--- src/rtl/seg_scan_ctrl_pkg.sv ---
// Shared definitions for the 7-segment scan controller: blank code, scan
// state encoding and the one-cold digit-enable helper.
package seg_pkg;

  localparam logic [3:0] BLANK_CODE = 4'hF;
  localparam int         MAX_DIGITS = 8;

  typedef enum logic [1:0] {
    IDLE  = 2'd0,
    BLANK = 2'd1,
    DRIVE = 2'd2
  } scan_state_t;

  // Active-low enable vector with only bit idx cleared; callers truncate to
  // their digit count.
  function automatic logic [MAX_DIGITS-1:0] digit_sel_n(input logic [2:0] idx);
    logic [MAX_DIGITS-1:0] v;
    v      = '1;
    v[idx] = 1'b0;
    return v;
  endfunction

endpackage

--- src/rtl/seg_scan_ctrl_if.sv ---
// Signal bundle between a display owner (master) and the scan controller
// (slave), including a debug view of the scan state.
interface seg_scan_if #(
  parameter int NUM_DIGITS = 4
);
  import seg_pkg::*;

  localparam int IDX_W = (NUM_DIGITS > 1) ? $clog2(NUM_DIGITS) : 1;

  // load is a single-cycle strobe with no back-pressure: the controller always
  // accepts it on the clk edge where load=1, and the newest strobe wins.
  logic                    enable;
  logic [4*NUM_DIGITS-1:0] value_bcd;
  logic                    load;
  logic [3:0]              bcd_out;
  logic [NUM_DIGITS-1:0]   digit_an_n;
  logic [IDX_W-1:0]        digit_idx;
  logic                    frame_done;
  scan_state_t             state;

  modport master (
    output enable, value_bcd, load,
    input  bcd_out, digit_an_n, digit_idx, frame_done, state
  );

  modport slave (
    input  enable, value_bcd, load,
    output bcd_out, digit_an_n, digit_idx, frame_done, state
  );

endinterface

--- src/rtl/seg_scan_ctrl_timer.sv ---
// Free-running period counter with a terminal-count flag; used for the
// per-digit blank+dwell period and reusable for other refresh timing.
module seg_scan_timer #(
  parameter int PERIOD = 10,
  parameter int CW     = (PERIOD > 1) ? $clog2(PERIOD) : 1
) (
  input  logic          clk,
  input  logic          rst_n,
  input  logic          clear_i,
  input  logic          run_i,
  output logic [CW-1:0] count_o,
  output logic          tc_o
);

  localparam logic [CW-1:0] LAST = CW'(PERIOD - 1);

  logic [CW-1:0] count_q;
  logic [CW-1:0] count_d;

  assign tc_o    = run_i && (count_q == LAST);
  assign count_o = count_q;

  always_comb begin
    count_d = count_q;
    if (clear_i || !run_i) begin
      count_d = '0;
    end else if (count_q == LAST) begin
      count_d = '0;
    end else begin
      count_d = count_q + CW'(1);
    end
  end

  always_ff @(posedge clk or negedge rst_n) begin
    if (!rst_n) begin
      count_q <= '0;
    end else begin
      count_q <= count_d;
    end
  end

endmodule

--- src/rtl/seg_scan_ctrl.sv ---
// Time-multiplexed scan controller for common-anode 7-segment digits.
// Optional: define SEG_SCAN_LEADING_ZERO_BLANK_EN to blank leading zeros at commit.
module seg_scan_ctrl
  import seg_pkg::*;
#(
  parameter int NUM_DIGITS   = 4,
  parameter int DWELL_CYCLES = 50000,
  parameter int BLANK_CYCLES = 500
) (
  input  logic      clk,
  input  logic      rst_n,
  seg_scan_if.slave bus
);

  localparam int PERIOD = BLANK_CYCLES + DWELL_CYCLES;
  localparam int CW     = (PERIOD > 1) ? $clog2(PERIOD) : 1;
  localparam int IW     = (NUM_DIGITS > 1) ? $clog2(NUM_DIGITS) : 1;
  localparam int VW     = 4 * NUM_DIGITS;

  localparam logic [CW-1:0] BLANK_LAST = CW'(BLANK_CYCLES - 1);
  localparam logic [IW-1:0] LAST_IDX   = IW'(NUM_DIGITS - 1);

  scan_state_t           state_q, state_d;
  logic [IW-1:0]         idx_q, idx_d;
  logic [VW-1:0]         pending_q, pending_d;
  logic                  pvalid_q, pvalid_d;
  logic [VW-1:0]         shadow_q, shadow_d;
  logic [3:0]            bcd_q, bcd_d;
  logic [NUM_DIGITS-1:0] an_q, an_d;
  logic                  fd_q, fd_d;
  logic                  commit;
  logic [CW-1:0]         count;
  logic                  tc;

  // Value as it should appear in the shadow register once committed.
  function automatic logic [VW-1:0] commit_value(input logic [VW-1:0] v);
    logic [VW-1:0] r;
    r = v;
`ifdef SEG_SCAN_LEADING_ZERO_BLANK_EN
    begin
      logic seen;
      seen = 1'b0;
      for (int i = NUM_DIGITS - 1; i > 0; i--) begin
        if (v[4*i +: 4] != 4'h0) seen = 1'b1;
        if (!seen) r[4*i +: 4] = BLANK_CODE;
      end
    end
`else
    r = v;
`endif
    return r;
  endfunction

  seg_scan_timer #(
    .PERIOD (PERIOD),
    .CW     (CW)
  ) u_timer (
    .clk     (clk),
    .rst_n   (rst_n),
    .clear_i (state_q == IDLE),
    .run_i   (bus.enable),
    .count_o (count),
    .tc_o    (tc)
  );

  always_comb begin
    state_d   = state_q;
    idx_d     = idx_q;
    pending_d = pending_q;
    pvalid_d  = pvalid_q;
    shadow_d  = shadow_q;
    fd_d      = 1'b0;
    commit    = 1'b0;
    an_d      = '1;
    bcd_d     = BLANK_CODE;

    unique case (state_q)
      IDLE: begin
        if (bus.enable) begin
          state_d = BLANK;
          idx_d   = '0;
          commit  = 1'b1;
        end
      end
      BLANK: begin
        if (count == BLANK_LAST) state_d = DRIVE;
      end
      DRIVE: begin
        if (tc) begin
          state_d = BLANK;
          if (idx_q == LAST_IDX) begin
            idx_d  = '0;
            fd_d   = 1'b1;
            commit = pvalid_q;
          end else begin
            idx_d = idx_q + IW'(1);
          end
        end
      end
      default: state_d = IDLE;
    endcase

    if (!bus.enable) begin
      state_d = IDLE;
      idx_d   = '0;
      fd_d    = 1'b0;
      commit  = 1'b0;
    end

    // Commit reads the old pending; a same-cycle load stays pending.
    if (commit) begin
      shadow_d = commit_value(pending_q);
      pvalid_d = 1'b0;
    end
    if (bus.load) begin
      pending_d = bus.value_bcd;
      pvalid_d  = 1'b1;
    end

    if (state_d == DRIVE) begin
      an_d  = NUM_DIGITS'(digit_sel_n(3'(idx_d)));
      bcd_d = shadow_q[4*idx_d +: 4];
    end
  end

  always_ff @(posedge clk or negedge rst_n) begin
    if (!rst_n) begin
      state_q   <= IDLE;
      idx_q     <= '0;
      pending_q <= {NUM_DIGITS{BLANK_CODE}};
      pvalid_q  <= 1'b0;
      shadow_q  <= {NUM_DIGITS{BLANK_CODE}};
      bcd_q     <= BLANK_CODE;
      an_q      <= '1;
      fd_q      <= 1'b0;
    end else begin
      state_q   <= state_d;
      idx_q     <= idx_d;
      pending_q <= pending_d;
      pvalid_q  <= pvalid_d;
      shadow_q  <= shadow_d;
      bcd_q     <= bcd_d;
      an_q      <= an_d;
      fd_q      <= fd_d;
    end
  end

  assign bus.bcd_out    = bcd_q;
  assign bus.digit_an_n = an_q;
  assign bus.digit_idx  = idx_q;
  assign bus.frame_done = fd_q;
  assign bus.state      = state_q;

endmodule
--- src/flat_wrapper.sv ---
// flat-port wrapper written by rule: the top's interface ports become plain ports
module seg_scan_ctrl_flat import seg_pkg::*;
#(
  parameter int NUM_DIGITS   = 4,
  parameter int DWELL_CYCLES = 50000,
  parameter int BLANK_CYCLES = 500
)
  (clk, rst_n, bus_enable, bus_value_bcd, bus_load, bus_bcd_out, bus_digit_an_n, bus_digit_idx, bus_frame_done, bus_state);
  seg_scan_if #(.NUM_DIGITS(NUM_DIGITS)) bus_i ();
  input  logic clk;
  input  logic rst_n;
  input wire logic [$bits(bus_i.enable)-1:0] bus_enable;
  input wire logic [$bits(bus_i.value_bcd)-1:0] bus_value_bcd;
  input wire logic [$bits(bus_i.load)-1:0] bus_load;
  output wire logic [$bits(bus_i.bcd_out)-1:0] bus_bcd_out;
  output wire logic [$bits(bus_i.digit_an_n)-1:0] bus_digit_an_n;
  output wire logic [$bits(bus_i.digit_idx)-1:0] bus_digit_idx;
  output wire logic [$bits(bus_i.frame_done)-1:0] bus_frame_done;
  output wire logic [$bits(bus_i.state)-1:0] bus_state;
  assign bus_i.enable = bus_enable;
  assign bus_i.value_bcd = bus_value_bcd;
  assign bus_i.load = bus_load;
  assign bus_bcd_out = bus_i.bcd_out;
  assign bus_digit_an_n = bus_i.digit_an_n;
  assign bus_digit_idx = bus_i.digit_idx;
  assign bus_frame_done = bus_i.frame_done;
  assign bus_state = bus_i.state;
  seg_scan_ctrl #(.NUM_DIGITS(NUM_DIGITS), .DWELL_CYCLES(DWELL_CYCLES), .BLANK_CYCLES(BLANK_CYCLES)) u_core (.clk(clk), .rst_n(rst_n), .bus(bus_i));
endmodule
--- config.mk ---
export PLATFORM = sky130hd
export DESIGN_NAME = seg_scan_ctrl_flat
export DESIGN_NICKNAME = d
export VERILOG_FILES = /design/src/rtl/seg_scan_ctrl_pkg.sv /design/src/rtl/seg_scan_ctrl_if.sv /design/src/rtl/seg_scan_ctrl_timer.sv /design/src/rtl/seg_scan_ctrl.sv /design/src/flat_wrapper.sv
export SDC_FILE = /design/constraint.sdc
export NUM_CORES = 1
export LEC_CHECK = 0
export ABC_AREA = 1
export BUFFER_PORTS_ARGS = -buffer_cell sky130_fd_sc_hd__buf_4
export CAP_MARGIN = 20
export CORE_MARGIN = 4
export CORE_UTILIZATION = 30
export DETAILED_ROUTE_END_ITERATION = 8
export GPL_TIMING_DRIVEN = 0
export MAX_ROUTING_LAYER = met4
export PLACE_DENSITY = 0.46
export SETUP_SLACK_MARGIN = 0.15
export SLEW_MARGIN = 40
export SYNTH_ARGS = -nofsm -noshare
export SYNTH_HDL_FRONTEND = slang
export SYNTH_SLANG_ARGS = --single-unit
--- constraint.sdc ---
create_clock -name clk -period 2.3 [get_ports clk]
set_input_delay 0.115 -clock clk [delete_from_list [all_inputs] [get_ports clk]]
set_output_delay 0.115 -clock clk [all_outputs]
set_load 0.1 [all_outputs]
* Word level (Yosys, flattened, before mapping) *
Cells that the tools add are included.

word-level totals
  input port bits = 20
  word-level logic and storage cells = 51
  flip-flop bits (word level) = 62

cells by class
  eq/ne operators = 6
  mux-type cells = 24
  shift-type cells = 1
  bitwise operators = 1
  order comparisons = 2
  add/sub/neg operators = 2
  reductions and logical operators = 6

operators by type and width
  cell                                                                                 count
  16-bit two-way mux                                                                   2
  16-bit by 1-bit adder with 16-bit output, second input constant                      1
  16-bit == test, second input constant                                                1
  16-bit by 9-bit == test with 1-bit output, second input constant                     1
  16-bit by 5-bit variable part select with 4-bit output                               1
  2-bit two-way mux                                                                    6
  1-bit two-way mux                                                                    10
  4-bit two-way mux                                                                    2
  2-bit == test, second input constant                                                 3
  2-bit case mux with 3 select lines                                                   1
  2-bit by 4-bit less-than comparator with 1-bit output, second input constant         1
  4-bit NOT                                                                            1
  2-bit case mux with 2 select lines                                                   1
  2-bit by 1-bit adder with 2-bit output, second input constant                        1
  1-bit demux with 2-bit select                                                        1
  2-bit by 1-bit == test with 1-bit output, second input constant                      1
  2-bit by 1-bit greater-or-equal comparator with 1-bit output, second input constant  1
  1-bit logical AND                                                                    2
  2-bit logical NOT                                                                    1
  1-bit case mux with 2 select lines                                                   1
  2-bit nonzero test                                                                   1
  1-bit logical NOT                                                                    1
  1-bit logical OR                                                                     1

* Depth between registers and ports, before layout *
  word-level depth = 11
  mapped depth = 14
  mapped depth without buffers = 13

* Cells and area by module *
A second synthesis with hierarchy kept.

second synthesis, totals
  cells, all modules = 339
  area, all modules = 2,890.3 um2

modules (own cells, without submodules)
  module          sequential area each (um2)  cells an instance  instances  area each (um2)
  seg_scan_ctrl   1,201.2                     221                1          2,005.7
  seg_scan_timer  400.4                       118                1          884.6

* Worst setup path before layout *
OpenSTA, ideal clock, no wires.

  path kind = reg2reg
  start = register u_core.idx_q[0], in the netlist u_core.bus.digit_idx[0]
  end = register u_core.bcd_q[0], in the netlist u_core.bus.bcd_out[0]
  cell stages (with the launch flop) = 13
  slack = 239 ps
  path buffers = 1
  period minus slack after synthesis = 2,061 ps
  arrival = 1,997 ps
  cells stage by stage = dfrtp_1 -> ha_1 -> inv_1 -> nand2_1 -> nand4_1 -> nand3_2 -> nand2_4 -> nand2_4 -> buf_6 -> nand2_1 -> nand2_1 -> nand2_1 -> nand3_1

on the way
  word-level cells in the longest chain between the ends = 7
  elaborated cells on any way between the ends = 8
  classes of those cells = add/sub: 1; eq/ne: 1; shift: 1; mux: 5

ends and longest elaborated chain
  element                                                                         RTL line                                  source
  start, declared                                                                 seg_scan_ctrl.sv:24                       logic [IW-1:0] idx_q, idx_d;
  start signal, assigned                                                          seg_scan_ctrl.sv:138                      idx_q <= idx_d;
  2-bit by 1-bit adder with 2-bit output / 2-bit == test (equally long branches)  seg_scan_ctrl.sv:96, seg_scan_ctrl.sv:91
  2-bit two-way mux                                                               seg_scan_ctrl.sv:91                       if (idx_q == LAST_IDX) begin
  2-bit two-way mux                                                               seg_scan_ctrl.sv:89                       if (tc) begin
  2-bit case mux with 2 select lines *                                            seg_scan_ctrl.sv:77                       unique case (state_q)
  2-bit two-way mux *                                                             seg_scan_ctrl.sv:103                      if (!bus.enable) begin
  16-bit by 5-bit variable part select with 4-bit output *                        seg_scan_ctrl.sv:122                      bcd_d = shadow_q[4*idx_d +: 4];
  4-bit two-way mux *                                                             seg_scan_ctrl.sv:120                      if (state_d == DRIVE) begin
  net u_core.bcd_d[0]                                                             seg_scan_ctrl.sv:28                       logic [3:0] bcd_q, bcd_d;
  end signal, assigned                                                            seg_scan_ctrl.sv:133                      bcd_q <= BLANK_CODE;
  end signal, assigned                                                            seg_scan_ctrl.sv:142                      bcd_q <= bcd_d;
  end, declared                                                                   seg_scan_ctrl.sv:28

Mark *: on every way through the listed nets, which the timed path passes. The rest lies on a longest branch.
A chain may end at the register's enable or synchronous reset.

* Final worst setup path *
  start = register u_core.u_timer.count_q[0], in the netlist u_core.u_timer.count_o[0]
  end = register u_core.pvalid_q

on the way
  word-level cells in the longest chain between the ends = 6

ends and longest elaborated chain
  element                              RTL line                   source
  start, declared                      seg_scan_ctrl_timer.sv:17  logic [CW-1:0] count_q;
  start signal, assigned               seg_scan_ctrl_timer.sv:38  count_q <= count_d;
  16-bit == test                       seg_scan_ctrl_timer.sv:20  assign tc_o = run_i && (count_q == LAST);
  1-bit logical AND                    seg_scan_ctrl_timer.sv:20
  1-bit two-way mux                    seg_scan_ctrl.sv:89
  1-bit case mux with 2 select lines   seg_scan_ctrl.sv:77
  1-bit two-way mux                    seg_scan_ctrl.sv:103
  2-bit nonzero test (no source line)  n/a
  end signal, assigned                 seg_scan_ctrl.sv:140       pvalid_q <= pvalid_d;
  end, declared                        seg_scan_ctrl.sv:26        logic pvalid_q, pvalid_d;

No other way between the ends.

==> summary.txt <==
GRT
  – GR Overflow Total: 0
  – Vias in the first global route: around 2,200
  – First-pass GRT wire length: between 10,000 and 15,000 um
  – Largest net degree at the start of global routing: 63
  – Initial antenna violation count: 0
  – Gr usage total: 12.4%

Timing
  – Min Hold Slack: 0.0755 ns
  – Worst setup margin: ~0.38 ns
  – RSZ-0062 raised after global routing: false
  – Final setup violating endpoints: 0
  – Final Critical Period: just under 2 ns
  – Worst Tran Pin Value: 0.542 ns
  – Max-slew violations: 0
  – Slew headroom: a little under two thirds
  – Hold Vio Cnt, Final: 0
  – FMAX: ~520 MHz
  – Skew final: around 0.013 ns
  – Final period utilization: 83.7%
  – Setup TNS: 0 ns

Floorplan
  – Top-Level Pins: 33
  – Die Wd: 105 um
  – Starting Density: about 30%
  – Core area: just over 9000 sq um
  – Die Area: around 11,000 sq um
  – Die height: approximately 110 um
  – Num rows: 35

Yosys
  – Average size of a mapped cell: 8.61 sq um
  – Largest family of logic cells by synthesized area: simple AND/OR/NAND/NOR gates
  – Seq/Total Area, Yosys: 56.2%
  – Xor/xnor share of the synthesized area: less than 1%
  – Post-synthesis compound-gate area fraction: 3.78%
  – Synth Cell Area: between 2000 and 3000 sq um
  – YS warnings: 0
  – Cells after Synth: about 330
  – Syn nets: 353
  – Post-Synth Simple-Gate Area: 33.2%
  – Yosys reg bits: 62
  – Post-synthesis mux area share: 0%
  – Distinct cell type count after synthesis: 31
  – Adder-Cell Fraction of Synth Area: less than 1%

Finish
  – Layout area overhead: 26.9%
  – Final Util: 39.1%
  – Ratio of cells with drive above 1 in the final layout: around 27%
  – Antenna cells: 0
  – Cell Count, Final, Fillers Out: 524
  – Final nets: between 400 and 500

Routing
  – Met1 wire length: between 3000 and 4000 um
  – Vias per Instance: about 4.4
  – Overall via count from detail_route: ~2,300
  – Post-route ant nets: 0
  – WL final: 6180 um
  – 1st-iter DRT viols: 119
  – WL met2: around 2500 um
  – Met3 Wirelength: approximately 280 um
  – DR top layer: met4
  – Drt drc: 0
  – Initial DRT Pass Iterations: 4
  – Wirelength per Cell: between 10 and 15 um

Critical path
  – RR Endpoint: u_core.pvalid_q$_DFFE_PN0P_
  – Critical R2R Launch: u_core.u_timer.count_o[0]$_DFF_PN0_
  – Worst setup EP type: register
  – CP Class: reg -> reg
  – CP required: 2.51 ns
  – Worst R2R Path Depth: 11
  – Worst setup path startpoint: u_core.u_timer.count_o[0]$_DFF_PN0_
  – R2R setup slack: about 0.38 ns
  – CP endpoint: u_core.pvalid_q$_DFFE_PN0P_
  – Type of origin of the critical path: register
  – CP Data Arrival Time: approximately 2.1 ns
  – Top fanout value on the critical path: 10

Pwr
  – Sw Ratio: 24.9%
  – Static leakage: about 1.6 nW
  – Logic pwr share: under 10%
  – Clock share of power: roughly two fifths
  – Sequential power share: slightly above 50%
  – Switching power: about 600 uW
  – PD cells: 671 nW/um^2
  – VDD IR max: ~0.23 mV
  – Internal Power: between 1.5 and 2 mW

Place
  – Detailed placer's ending HPWL: 4240 um
  – I/O Buffers: 31
  – Gpl congestion: ~0.8
  – Pre-CTS setup slack: ~0.37 ns
  – Placed Cells: slightly below 500

Clocking
  – Longest Clk Path Bufs: 2
  – CTS clk-pin slew, worst paths: about 0.080 ns
  – Postcts setup bufs: 0
  – CTS buffer count: 9
  – Clock latency on the worst-skew pair: between 0.3 and 0.4 ns
  – CTS tree: yes
  – Clk root buf: clkbuf_8
  – Cts hold-fix bufs: 17
  – CTS sink cnt: just over 60
  – H-tree levels: 3
  – CTS-repair resized insts: 0

Job
  – Max Cap Viol: 0

Min path
  – Worst min path class: in -> reg

Status
  – Status: complete, no violations
## power groups by stage
| stage | clock [mW] | sequential, mW | combinational, mW |
|---|---|---|---|
| after CTS | 1.00 | 1.25 | 0.220 |
| after floorplan | 0 | 1.26 | 0.114 |
| after global routing | 1.05 | 1.26 | 0.249 |
| after global placement | 0 | 1.26 | 0.194 |
| after detailed placement | 0 | 1.26 | 0.196 |
| final | 0.967 | 1.25 | 0.215 |
## worst min-delay path by stage
stage	slack, ns	from	cells past startpoint	endpoint
5_1_grt	0.08	bus_load	3	u_core.pending_q[3]$_DFFE_PN1P_
3_5_place_dp	0.25	rst_n	1	u_core.u_timer.count_o[12]$_DFF_PN0_
2_1_floorplan	-0.18	rst_n	0	u_core.bus.digit_idx[0]$_DFF_PN0_
3_3_place_gp	0.24	rst_n	1	u_core.u_timer.count_o[12]$_DFF_PN0_
4_1_cts	0.06	bus_load	3	u_core.pending_q[3]$_DFFE_PN1P_
6_report	0.08	bus_load	3	u_core.pending_q[3]$_DFFE_PN1P_
## per-layer routing
metal | vias up | track usage, %
li1 | 1179 | -
met1 | 1038 | 17.0
met2 | 53 | 17.3
met3 | 11 | 2.57
met4 | 0 | 6.47
met5 | - | -
## through the flow
stage          power (mW)  instance area, sq um
3_3_place_gp         1.46                  3240
2_1_floorplan        1.37                  2850
4_1_cts              2.47                  3610
3_5_place_dp         1.46                  3240
6_report             2.43                  3620
5_1_grt              2.56                  3620
## kinds of logic after synthesis
logic type / after synthesis
compound gates: 18
flops: 62
buf+inv: 32
fa+ha+maj: 2
simple gates: 214
xor+xnor: 3
## synthesized netlist by cell type, drive strengths merged
master / n / area, sq um
xor2: 1 / 8.76
clkbuf: 5 / 18.8
nand2: 131 / 524
a211oi: 1 / 7.51
ha: 2 / 25.0
dfrtp: 22 / 551
a21oi: 8 / 43.8
clkinv: 1 / 3.75
dfstp: 40 / 1050
o21a: 1 / 7.51
nand3: 41 / 215
inv: 22 / 82.6
a31oi: 1 / 6.26
nor4: 4 / 31.3
nor2: 28 / 118
xnor2: 2 / 17.5
o21ai: 7 / 42.5
buf: 4 / 37.5
nor3: 4 / 20.0
nand4: 5 / 31.3
and3: 1 / 6.26
## flip-flops by register name, summed over array words and instances (netlist names)
name and count:
u_core.bus.bcd_out 4, u_core.bus.frame_done 1, u_core.bus.state 2, u_core.bus.digit_idx 2
u_core.pvalid_q 1, u_core.pending_q 16, u_core.shadow_q 16, u_core.u_timer.count_o 16
u_core.bus.digit_an_n 4
## area by class of cell
class / count / area, sq um
fillers: 942 / 5620
flip-flops and latches: 62 / 1600
multi-input cells: 237 / 1100
repair buffers: 48 / 407
well taps: 129 / 161
clock buffers: 10 / 138
inverters: 23 / 86.3
clock inverters: 6 / 61.3
plain buffers: 9 / 56.3
## layout by cell type (no fill, tap or decap)
master,count
nor2_1,25
nor4_1,3
xor2_1,1
o21ai_2,2
clkbuf_8,10
inv_1,21
nor4_2,1
buf_6,3
and3_1,1
a31oi_1,1
nor3_1,4
xnor2_1,2
nand2_1,126
nand2_2,1
a211oi_1,1
a21oi_1,7
clkinv_2,3
ha_1,2
o21ai_0,5
buf_4,32
inv_2,1
nand4_1,5
nand2_4,4
clkinvlp_4,1
nor2_2,2
dfrtp_1,22
dlygate4sd3_1,17
a21oi_2,1
dfstp_2,40
clkinv_1,1
nand3_1,39
bufinv_16,1
nor2_4,1
clkinv_4,1
clkbuf_1,5
o21a_1,1
nand3_2,2
## worst max-delay path: stages (launching register included)
cell and delay (ns):
dfrtp_1 0.36, ha_1 0.21, nand2_1 0.14, nor2_1 0.12, nand3_1 0.09, nor2_1 0.12
nand4_1 0.11, o21ai_2 0.22, nand2_4 0.15, buf_6 0.18, nand2_1 0.05, nand2_1 0.04
Note: power is estimated with default switching activity, not from simulation.
